$ cat src/rtl/j1_io_ctrl_pkg.sv
`default_nettype none
// ============================================================================
// Module   : j1_io_ctrl_pkg
// Purpose  : Shared constants for the J1 I/O controller:
//            - FSM state encoding
//            - slot geometry and bus widths
//            - default timeout read data
//            - a slot-to-one-hot helper
// Revision : 1.0 - initial release
// ============================================================================
package j1_io_ctrl_pkg;

    localparam logic [1:0]  c_ST_IDLE   = 2'd0;
    localparam logic [1:0]  c_ST_ACCESS = 2'd1;
    localparam logic [1:0]  c_ST_DONE   = 2'd2;

    localparam int          c_SLOT_W    = 2;
    localparam int          c_SLOT_CNT  = 4;
    localparam int          c_DATA_W    = 16;
    localparam int          c_OFFS_W    = 14;

    localparam logic [15:0] c_ERR_DATA_DEFAULT = 16'hDEAD;

    function automatic logic [c_SLOT_CNT-1:0] slot_onehot(input logic [c_SLOT_W-1:0] slot);
        logic [c_SLOT_CNT-1:0] v;
        v       = '0;
        v[slot] = 1'b1;
        return v;
    endfunction

endpackage
`default_nettype wire

$ cat src/rtl/j1_io_ctrl_if.sv
`default_nettype none
// ============================================================================
// Module   : j1_io_ctrl_if
// Purpose  : CPU-side and peripheral-side signals of the J1 I/O controller.
//            master : the CPU / peripheral environment (drives requests,
//                     read buses, ready and err_clr)
//            slave  : the controller itself
// Revision : 1.0 - initial release
// ============================================================================
interface j1_io_ctrl_if;
    import j1_io_ctrl_pkg::*;

    logic                           cpu_rd;
    logic                           cpu_wr;
    logic [15:0]                    cpu_addr;
    logic [c_DATA_W-1:0]            cpu_dout;
    logic [c_DATA_W-1:0]            cpu_din;
    logic                           cpu_stall;
    logic [c_SLOT_CNT-1:0]          per_sel;
    logic                           per_rd;
    logic                           per_wr;
    logic [c_OFFS_W-1:0]            per_addr;
    logic [c_DATA_W-1:0]            per_wdata;
    logic [c_SLOT_CNT*c_DATA_W-1:0] per_rdata;
    logic [c_SLOT_CNT-1:0]          per_ready;
    logic                           err_flag;
    logic                           err_clr;

    modport master (
        output cpu_rd, cpu_wr, cpu_addr, cpu_dout, per_rdata, per_ready, err_clr,
        input  cpu_din, cpu_stall, per_sel, per_rd, per_wr, per_addr, per_wdata, err_flag
    );

    modport slave (
        input  cpu_rd, cpu_wr, cpu_addr, cpu_dout, per_rdata, per_ready, err_clr,
        output cpu_din, cpu_stall, per_sel, per_rd, per_wr, per_addr, per_wdata, err_flag
    );

endinterface
`default_nettype wire

$ cat src/rtl/j1_io_timer.sv
`default_nettype none
// ============================================================================
// Module   : j1_io_timer
// Purpose  : Access wait counter with timeout compare.
// Ports    : clk, rst      - clock, synchronous active-high reset
//            i_clear       - restart the count (access starting)
//            i_count_en    - an ACCESS cycle without ready
//            o_expired     - this cycle is the last allowed ACCESS cycle
// Revision : 1.0 - initial release
// ============================================================================
module j1_io_timer #(
    parameter int TIMEOUT = 15
) (
    input  wire logic clk,
    input  wire logic rst,
    input  wire logic i_clear,
    input  wire logic i_count_en,
    output logic      o_expired
);

    // The counter holds the number of completed ready-less ACCESS cycles, so
    // the TIMEOUT-th cycle is the one that sees TIMEOUT-1; firing there makes
    // the counter reach TIMEOUT on the same edge that leaves ACCESS.
    localparam logic [7:0] c_LIMIT = 8'(TIMEOUT - 1);

    logic [7:0] r_count;

    always_ff @(posedge clk) begin
        if (rst) begin
            r_count <= 8'd0;
        end else if (i_clear) begin
            r_count <= 8'd0;
        end else if (i_count_en) begin
            r_count <= r_count + 8'd1;
        end
    end

    assign o_expired = i_count_en && (r_count == c_LIMIT);

endmodule
`default_nettype wire

$ cat src/rtl/j1_io_ctrl.sv
`default_nettype none
// ============================================================================
// Module   : j1_io_ctrl
// Purpose  : J1 CPU I/O access controller. Turns a held CPU read/write request
//            into a strobed access on one of four peripheral slots, stalls the
//            CPU until the slot reports ready, and aborts after TIMEOUT ACCESS
//            cycles with a sticky error (reads then return ERR_DATA).
// Ports    : sys_clk_i  - system clock
//            sys_rst_i  - synchronous active-high reset
//            bus        - j1_io_ctrl_if.slave (CPU request/response, peripheral
//                         select/strobes/address/data, ready, err flag/clear)
// Revision : 1.0 - initial release
// ============================================================================
module j1_io_ctrl
    import j1_io_ctrl_pkg::*;
#(
    parameter int          TIMEOUT  = 15,
    parameter logic [15:0] ERR_DATA = c_ERR_DATA_DEFAULT
) (
    input  wire logic       sys_clk_i,
    input  wire logic       sys_rst_i,
    j1_io_ctrl_if.slave     bus
);

    logic [1:0]          r_state;
    logic [1:0]          w_next;
    logic [c_SLOT_W-1:0] r_slot;
    logic [c_OFFS_W-1:0] r_offset;
    logic [c_DATA_W-1:0] r_wdata;
    logic                r_is_wr;
    logic [c_DATA_W-1:0] r_cpu_din;
    logic                r_err_flag;

    logic                w_req;
    logic                w_start;
    logic                w_in_access;
    logic                w_ready;
    logic                w_timeout;
    logic [c_DATA_W-1:0] w_rdata_sel;

    assign w_req       = bus.cpu_rd | bus.cpu_wr;
    assign w_start     = (r_state == c_ST_IDLE) && w_req;
    assign w_in_access = (r_state == c_ST_ACCESS);
    assign w_ready     = bus.per_ready[r_slot];

    // Ready gates the counter enable, so a timeout can never fire in a cycle
    // where the slot is ready: ready wins a coincidence by construction.
    j1_io_timer #(
        .TIMEOUT    (TIMEOUT)
    ) u_timer (
        .clk        (sys_clk_i),
        .rst        (sys_rst_i),
        .i_clear    (w_start),
        .i_count_en (w_in_access && !w_ready),
        .o_expired  (w_timeout)
    );

    // Read-data mux; its result is only captured in r_cpu_din.
    always_comb begin
        w_rdata_sel = '0;
        for (int i = 0; i < c_SLOT_CNT; i++) begin
            if (r_slot == i[c_SLOT_W-1:0]) begin
                w_rdata_sel = bus.per_rdata[i*c_DATA_W +: c_DATA_W];
            end
        end
    end

    always_comb begin
        w_next = r_state;
        case (r_state)
            c_ST_IDLE:   if (w_req)                 w_next = c_ST_ACCESS;
            c_ST_ACCESS: if (w_ready || w_timeout)  w_next = c_ST_DONE;
            c_ST_DONE:                              w_next = c_ST_IDLE;
            default:                                w_next = c_ST_IDLE;
        endcase
    end

    always_ff @(posedge sys_clk_i) begin
        if (sys_rst_i) begin
            r_state    <= c_ST_IDLE;
            r_slot     <= '0;
            r_offset   <= '0;
            r_wdata    <= '0;
            r_is_wr    <= 1'b0;
            r_cpu_din  <= '0;
            r_err_flag <= 1'b0;
        end else begin
            r_state <= w_next;

            // Write takes precedence when both requests are raised together.
            if (w_start) begin
                r_slot   <= bus.cpu_addr[15:14];
                r_offset <= bus.cpu_addr[13:0];
                r_wdata  <= bus.cpu_dout;
                r_is_wr  <= bus.cpu_wr;
            end

            if (w_in_access && !r_is_wr) begin
                if (w_ready) begin
                    r_cpu_din <= w_rdata_sel;
                end else if (w_timeout) begin
                    r_cpu_din <= ERR_DATA;
                end
            end

            if (bus.err_clr) begin
                r_err_flag <= 1'b0;
            end else if (w_timeout) begin
                r_err_flag <= 1'b1;
            end
        end
    end

    assign bus.cpu_stall = w_start || w_in_access;
    assign bus.per_sel   = w_in_access ? slot_onehot(r_slot) : '0;
    assign bus.per_rd    = w_in_access && !r_is_wr;
    assign bus.per_wr    = w_in_access &&  r_is_wr;
    assign bus.per_addr  = r_offset;
    assign bus.per_wdata = r_wdata;
    assign bus.cpu_din   = r_cpu_din;
    assign bus.err_flag  = r_err_flag;

endmodule
`default_nettype wire

$ cat src/flat_wrapper.sv
// flat-port wrapper written by rule: the top's interface ports become plain ports
module j1_io_ctrl_flat import j1_io_ctrl_pkg::*;
#(
    parameter int          TIMEOUT  = 15,
    parameter logic [15:0] ERR_DATA = c_ERR_DATA_DEFAULT
)
  (sys_clk_i, sys_rst_i, bus_cpu_rd, bus_cpu_wr, bus_cpu_addr, bus_cpu_dout, bus_per_rdata, bus_per_ready, bus_err_clr, bus_cpu_din, bus_cpu_stall, bus_per_sel, bus_per_rd, bus_per_wr, bus_per_addr, bus_per_wdata, bus_err_flag);
  j1_io_ctrl_if bus_i ();
  input  wire logic sys_clk_i;
  input  wire logic sys_rst_i;
  input wire logic [$bits(bus_i.cpu_rd)-1:0] bus_cpu_rd;
  input wire logic [$bits(bus_i.cpu_wr)-1:0] bus_cpu_wr;
  input wire logic [$bits(bus_i.cpu_addr)-1:0] bus_cpu_addr;
  input wire logic [$bits(bus_i.cpu_dout)-1:0] bus_cpu_dout;
  input wire logic [$bits(bus_i.per_rdata)-1:0] bus_per_rdata;
  input wire logic [$bits(bus_i.per_ready)-1:0] bus_per_ready;
  input wire logic [$bits(bus_i.err_clr)-1:0] bus_err_clr;
  output wire logic [$bits(bus_i.cpu_din)-1:0] bus_cpu_din;
  output wire logic [$bits(bus_i.cpu_stall)-1:0] bus_cpu_stall;
  output wire logic [$bits(bus_i.per_sel)-1:0] bus_per_sel;
  output wire logic [$bits(bus_i.per_rd)-1:0] bus_per_rd;
  output wire logic [$bits(bus_i.per_wr)-1:0] bus_per_wr;
  output wire logic [$bits(bus_i.per_addr)-1:0] bus_per_addr;
  output wire logic [$bits(bus_i.per_wdata)-1:0] bus_per_wdata;
  output wire logic [$bits(bus_i.err_flag)-1:0] bus_err_flag;
  assign bus_i.cpu_rd = bus_cpu_rd;
  assign bus_i.cpu_wr = bus_cpu_wr;
  assign bus_i.cpu_addr = bus_cpu_addr;
  assign bus_i.cpu_dout = bus_cpu_dout;
  assign bus_i.per_rdata = bus_per_rdata;
  assign bus_i.per_ready = bus_per_ready;
  assign bus_i.err_clr = bus_err_clr;
  assign bus_cpu_din = bus_i.cpu_din;
  assign bus_cpu_stall = bus_i.cpu_stall;
  assign bus_per_sel = bus_i.per_sel;
  assign bus_per_rd = bus_i.per_rd;
  assign bus_per_wr = bus_i.per_wr;
  assign bus_per_addr = bus_i.per_addr;
  assign bus_per_wdata = bus_i.per_wdata;
  assign bus_err_flag = bus_i.err_flag;
  j1_io_ctrl #(.TIMEOUT(TIMEOUT), .ERR_DATA(ERR_DATA)) u_core (.sys_clk_i(sys_clk_i), .sys_rst_i(sys_rst_i), .bus(bus_i));
endmodule
$ cat config.mk
export PLATFORM = sky130hd
export DESIGN_NAME = j1_io_ctrl_flat
export DESIGN_NICKNAME = d
export VERILOG_FILES = /design/src/rtl/j1_io_ctrl_pkg.sv /design/src/rtl/j1_io_ctrl_if.sv /design/src/rtl/j1_io_timer.sv /design/src/rtl/j1_io_ctrl.sv /design/src/flat_wrapper.sv
export SDC_FILE = /design/constraint.sdc
export NUM_CORES = 1
export LEC_CHECK = 0
export ABC_AREA = 1
export ABC_CLOCK_PERIOD_IN_PS = 1600
export BUFFER_PORTS_ARGS = -buffer_cell sky130_fd_sc_hd__buf_2
export CAP_MARGIN = 5
export CORE_ASPECT_RATIO = 0.9
export CORE_UTILIZATION = 47
export CTS_BUF_LIST = sky130_fd_sc_hd__clkbuf_2
export DETAILED_ROUTE_END_ITERATION = 6
export PLACE_DENSITY_LB_ADDON = 0.25
export RECOVER_POWER = 50
export SETUP_SLACK_MARGIN = 0.2
export SKIP_LAST_GASP = 1
export SLEW_MARGIN = 0
export SYNTH_ARGS = -nofsm -noshare
export SYNTH_HDL_FRONTEND = slang
export SYNTH_SLANG_ARGS = --single-unit
$ cat constraint.sdc
create_clock -name sys_clk_i -period 1.6 [get_ports sys_clk_i]
set_input_delay 0.32 -clock sys_clk_i [delete_from_list [all_inputs] [get_ports sys_clk_i]]
set_output_delay 0.32 -clock sys_clk_i [all_outputs]
set_load 0.005 [all_outputs]
==> results of run 1 <==
-- path summary, 6_finish.rpt --
kind                                               from                   endpoint
worst min-delay path                    bus_cpu_dout[8]    u_core.bus.per_wdata[8]
worst min register to register  u_core.bus.per_wdata[1]    u_core.bus.per_wdata[1]
worst max-delay path                  u_core.r_state[0]                 bus_per_wr
worst max register to register         u_core.r_slot[1]  u_core.u_timer.r_count[1]
-- registers in the layout, indices dropped and copies added, names as in the netlist --
name / flops
u_core.bus.cpu_din: 16
u_core.bus.err_flag: 1
u_core.bus.per_addr: 14
u_core.bus.per_wdata: 16
u_core.r_is_wr: 1
u_core.r_slot: 2
u_core.r_state: 2
u_core.u_timer.r_count: 8
-- layout make-up --
class                   instances  area (sq um)
multi-input cells             319          1800
inverters                      66         270.3
clock inverters                 7         100.1
well taps                      87         108.9
fillers                       444          1459
clock buffers                   9         45.04
repair buffers                196          1165
flip-flops and latches         60          1234
-- cells in the final DEF (no fill, tap or decap), drive strengths merged --
| master | synthesis | layout |
|---|---|---|
| a21oi | 45 | 45 |
| buf | 11 | 194 |
| bufinv | 0 | 2 |
| clkbuf | 10 | 9 |
| clkinv | 0 | 2 |
| clkinvlp | 0 | 3 |
| dfxtp | 60 | 60 |
| dlygate4sd3 | 0 | 2 |
| ha | 2 | 2 |
| inv | 66 | 66 |
| nand2 | 131 | 134 |
| nand3 | 20 | 20 |
| nand3b | 10 | 10 |
| nor2 | 57 | 57 |
| nor3 | 5 | 5 |
| o211ai | 1 | 1 |
| o21a | 1 | 1 |
| o21ai | 36 | 36 |
| or2 | 3 | 3 |
| xnor2 | 1 | 1 |
| xor2 | 4 | 4 |
-- per-layer routing --
metal,vias to the layer above,GRT usage
li1,1819,-
met1,1680,0.3529
met2,201,0.4535
met3,35,0.09148
met4,0,0.09833
met5,-,0
-- worst register-to-register path: cells and delay by family (launching register included) --
kind / cells / cell delay [ps]
simple gates: 6 / 790
flops: 1 / 420
buf+inv: 1 / 130
compound gates: 1 / 130
-- power groups by stage --
| stage | sequential, uW | combinational (uW) | clock, uW |
|---|---|---|---|
| 2_1_floorplan | 1790 | 698 | 0 |
| 3_3_place_gp | 1780 | 1150 | 0 |
| 3_5_place_dp | 1790 | 1180 | 0 |
| 4_1_cts | 1750 | 1440 | 1170 |
| 5_1_grt | 1790 | 1740 | 1240 |
| 6_report | 1770 | 1610 | 1150 |
-- kinds of logic (layout without fill, tap and decap cells) --
logic type               after synthesis  after routing  synth area share
AO/OA/AOI/OAI                         83             83            0.1382
buffers and inverters                 87            278            0.1221
AND/OR/NAND/NOR                      226            229            0.3224
adder cells (fa/ha/maj)                2              2          0.008222
flip-flops                            60             60            0.3947
XOR/XNOR                               5              5           0.01439
-- stage by stage --
stage	power [uW]	cell area (sq um)	hold WS [ps]	TNS, ps	setup WS [ps]
after global routing	4779	4723	28.80	-1476	-270.6
after global placement	2931	3988	427.0	0	67.20
after floorplan	2484	3044	389.1	0	211.6
after CTS	4366	4501	32.44	-858.2	-154.9
final	4530	4723	68.15	-715.0	-165.2
after detailed placement	2963	3988	430.7	-10.65	-4.741
-- repair_timing --
item                                    4_1_cts  5_1_grt
endpoints found under the setup margin       34       50
pin swaps                                    19       13
endpoints found under the hold margin         2        0
gates cloned                                  3        0
buffers inserted                             14        5
hold buffers                                  2        0
gates resized for setup                      57       58
==> out/metrics.yaml, run 1 <==
logic_synthesis:
  synth_commonest_cells: "nand2_1 (126), inv_1 (61), dfxtp_1 (60), nor2_1 (53), a21oi_1 (45)"
  ys_warn_count: 0
  synthDominantCellAreaShare: 0.3947
  synthesis.nets: 570
  synth-async-reset-ratio: 0
  synth_edf_count: 0
  netlist_instances: 463
  yosys.cell_count.top_type: "nand2_1"
  synth_flop_cell: "dfxtp_1"
  ys_seq_elements: 60
  yosysSeqAreaShare: 0.3947
  yosys.area.top_type: "dfxtp_1"
  syn_area_sq_mm: 0.003043
  synth.area.top_cells: "dfxtp_1 (39%), nand2_1 (16%), inv_1 (7.5%), a21oi_1 (7.4%), nor2_1 (6.5%)"
  syn_area_per_cell_sq_um: 6.572
  ys_types: 29
setup_path:
  crit_family: "flip-flops"
  cpMaxStageDelayCell: "dfxtp_2"
  setup.worst_path.start_class: "flop"
  worstPathRequired_ps: 1280
  worst_ep_arrival_time_ps: 1450
  cp_max_fo: 6
  end_kind: "primary output"
  rrSetupSlack_ps: 50
  r2r_cells: 8
  cp_cell_sequence: "inv_2 -> nor2_4 -> inv_4 -> nor2_2 -> buf_2"
  path_buf_inv: 3
  cp.depth: 5
  worst-setup-path-type: "flop to primary output"
  cpPeakStageDelay_ps: 370
clock_network:
  cts_inserted_buffers: 9
  cts.clk_slew.worst_paths_ps: 190
  tritoncts: "built"
  clkSinkCount: 60
  clk_path_buf_depth: 2
  ctsHtreeMaxLevel: 3
  ctsRootBufferMaster: "clkbuf_2"
  clk-insertion-delay-late_ps: 530
detailed_routing:
  drcViolationCount: 0
  routedWlPerCell_microns: 13.66
  vias: 3735
  route.met3.wl_microns: 1004
  drtAntennaViolNets: 0
  met2WireLength_microns: 4872
  drt-initial-drc-count: 260
  route.layer.met1.wl_microns: 3998
  top_layer_used: "met4"
  drt_first_pass_iters: 5
  vias_per_cell: 5.020
  drt_wl_total_microns: 10160
timing:
  finalWorstSetupSlack_ps: -165.2
  slew_violations: 0
  tightest_slew_ps: 470.5
  min_period_ps: 1765
  setup_violations: 7
  fmax_mhz: 566.5
  skew_ps: 40.80
  maxSlewHeadroom: 0.6856
  finalCritPeriodShare: 1.103
  grt_setup_unrepaired: "true"
  hold_violations: 0
floorplanning:
  core_area_sq_mm: 0.006182
  io_pins: 159
  die_w_microns: 86.82
  initial_core_util: 0.4922
  fp.dieArea_sq_mm: 0.006801
  fp.dieH_microns: 78.34
  row_count: 27
hold_path:
  hp-class: "primary input to flop"
  hold_depth: 3
global_route:
  grt_pass1_wl_microns: 14990
  grtUsageTotal: 0.2823
  grt_overflow: 0
  grt_max_degree: 56
  grt_pass1_vias: 3356
  antenna_found_initial: 0
pwr:
  pwr-share-clk: 0.255
  power_frac_seq: 0.390
  intPower_uw: 2909
  swShare: 0.3578
  ir_worst_vdd_v: 0.0007666
  p_leak_uw: 0.002309
  powerDensity_mw_per_mm2: 959.1
  p_sw_uw: 1621
  p_comb_frac: 0.355
finish:
  instances_no_fill: 744
  antenna_cells: 0
  areaGrowthSynthToFinish_pct: 55.22
  nNetsFinal: 759
  drive_above_1_share: 0.4642
  fin_util: 0.7640
status:
  status: "finished with violations"
  violations: "setup timing"
placed_design:
  hpwl_microns: 6365
  place_inst: 704
  gp_congestion: 0.9097
  port_buffers: 158
run:
  cap_violations: 0
Note: power is estimated with default switching activity, not from simulation.
==> run 2, diff against run 1 <==
- CTS_BUF_LIST: sky130_fd_sc_hd__clkbuf_2 -> sky130_fd_sc_hd__clkbuf_8
==> run 2 against run 1 <==
Fmax rose by 13%; sequential share of layout area shrank 0.51 points; non-clock buffer count stayed put; total power is 8.3% higher; setup slack improved by 210 ps; first-iteration DRC count up 3.5%; the flow now finishes without violations.
==> out/metrics.yaml, run 2 (synthesis gave the netlist of run 1 again) <==
status:
  status: "finished clean"
setup_path:
  crit_start: "u_core.r_state[1]"
  r2r-start: "u_core.r_slot[1]"
  end_kind: "primary output"
  worst-setup-path-type: "flop to primary output"
  cp_max_fo: 6  # unchanged
  worstPathRequired_ps: 1280  # about the same
  worst_ep_arrival_time_ps: 1240  # -210 ps
  rrSetupSlack_ps: 60  # about the same
  setup.worst_path.start_class: "flop"
finish:
  final_cell_mix: "buf_2 (137), nand2_1 (99), inv_1 (57), dfxtp_1 (53), nor2_1 (47)"
  final_area_sq_mm: 0.004755  # +0.66%
  final_common_cell: "buf_2"
  areaGrowthSynthToFinish_pct: 56.25
  antenna_cells: 0  # unchanged
  fillers: 449  # +1.1%
  instances_no_fill: 744  # unchanged
  fin_util: 0.7691  # +0.005060
  nNetsFinal: 759  # unchanged
  drive_above_1_share: 0.4125  # -0.05175
detailed_routing:
  routedWlPerCell_microns: 14.08  # +3.1%
  drt_wl_total_microns: 10470  # +3.1%
  drtAntennaViolNets: 0  # unchanged
  vias_per_cell: 5.015  # -0.11%
  drcViolationCount: 0  # unchanged
  vias: 3731  # -0.11%
  drt_first_pass_iters: 5  # unchanged
  drt-initial-drc-count: 269  # +3.5%
global_route:
  grt_pass1_wl_microns: 13700  # -8.6%
  grt_max_degree: 56  # unchanged
  grtUsageTotal: 0.2565  # -0.02574
  antenna_found_initial: 0  # unchanged
  grt_pass1_vias: 3130  # -6.7%
  grt_overflow: 0  # unchanged
timing:
  finalCritPeriodShare: 0.9730  # -0.1302
  slew_violations: 0  # unchanged
  tightest_slew_ps: 489.4  # +18.98 ps
  maxSlewHeadroom: 0.6729  # -0.01268
  setup_violations: 0  # -7
  fin_setup_tns_ps: 0  # +715.0 ps
  fmax_mhz: 642.3  # +13%
  finalWorstSetupSlack_ps: 43.14  # +208.3 ps
  grt_setup_unrepaired: "true"
  skew_ps: 9.414  # -31.39 ps
  min_period_ps: 1557  # -208.3 ps
  hold_violations: 0  # unchanged
floorplanning:
  core_area_sq_mm: 0.006182  # unchanged
  row_count: 27  # unchanged
  io_pins: 159  # unchanged
  die_w_microns: 86.82  # unchanged
  fp.dieArea_sq_mm: 0.006801  # unchanged
  initial_core_util: 0.4922  # unchanged
  fp.dieH_microns: 78.34  # unchanged
run:
  cap_violations: 0  # unchanged
clock_network:
  ctsRootBufferMaster: "clkbuf_8"
  tritoncts: "built"
  clk-insertion-delay-late_ps: 350  # -180 ps
  clkSinkCount: 60  # unchanged
  ctsHtreeMaxLevel: 3  # unchanged
  clk_path_buf_depth: 2  # unchanged
  cts_inserted_buffers: 9  # unchanged
  cts.clk_slew.worst_paths_ps: 70  # -120 ps
hold_path:
  worstHoldStart: "bus_err_clr"
  hp-class: "primary input to flop"
placed_design:
  port_buffers: 158  # unchanged
  dp_slack_ps: -4.741  # unchanged
  hpwl_microns: 6365  # unchanged
  gp_congestion: 0.9097  # unchanged
  place_area_sq_mm: 0.003988  # unchanged
  place_inst: 704  # unchanged
pwr:
  p_leak_uw: 0.002250  # -2.6%
  ir_worst_vdd_v: 0.0008220  # +7.2%
  powerDensity_mw_per_mm2: 1032  # +7.6%
[run 2: cell type report]
cell class                 count  area [sq um]  share of cell area
timing repair buffer         196          1124              0.2363
tap                           87         108.9             0.02289
multi-input combinational    319          1803              0.3792
inverter                      66         277.8             0.05842
clock buffer                   9         123.9             0.02605
sequential                    60          1217              0.2561
clock inverter                 7         100.1             0.02105
[run 2: critical path, stage by stage, from the launching register on]
cell and delay [ps]:
dfxtp_4 350, nor2_4 160, inv_4 100, nor3_2 110, buf_2 170
[run 2: path summary, 6_finish.rpt]
path	cells past startpoint	endpoint
setup / recovery	4	bus_per_sel[1]
hold / removal	3	u_core.bus.err_flag
setup reg to reg	10	u_core.bus.cpu_din[11]
hold reg to reg	2	u_core.bus.per_wdata[9]
[run 2: per-stage QoR]
stage	hold WS, ps	total power (uW)
2_1_floorplan	389.1	2484
3_3_place_gp	427.0	2931
3_5_place_dp	430.7	2963
6_report	202.2	4906
5_1_grt	209.2	5134
4_1_cts	191.9	4623
[run 2: what timing repair did]
action,in CTS,in global routing
setup endpoints to repair,34,37
gates resized for setup,19,90
pin swaps,5,24
buffers inserted,11,10
hold buffers,0,0
gates cloned,0,3
[run 2: routing by layer]
metal	GRT usage	wire (microns)	part of all wire	vias to the layer above
met5	0	0	0	-
met4	0.09833	369	0.035	0
met3	0.07992	1015	0.097	39
met2	0.4008	4974	0.47	200
met1	0.3286	4112	0.39	1667
li1	-	-	-	1825
[run 2: power by group]
group	switching, uW	total [uW]	internal [uW]	leakage, uW
clock	671	1550	883	0.000102
sequential	95.7	1760	1660	0.000498
combinational	905	1590	686	0.00165
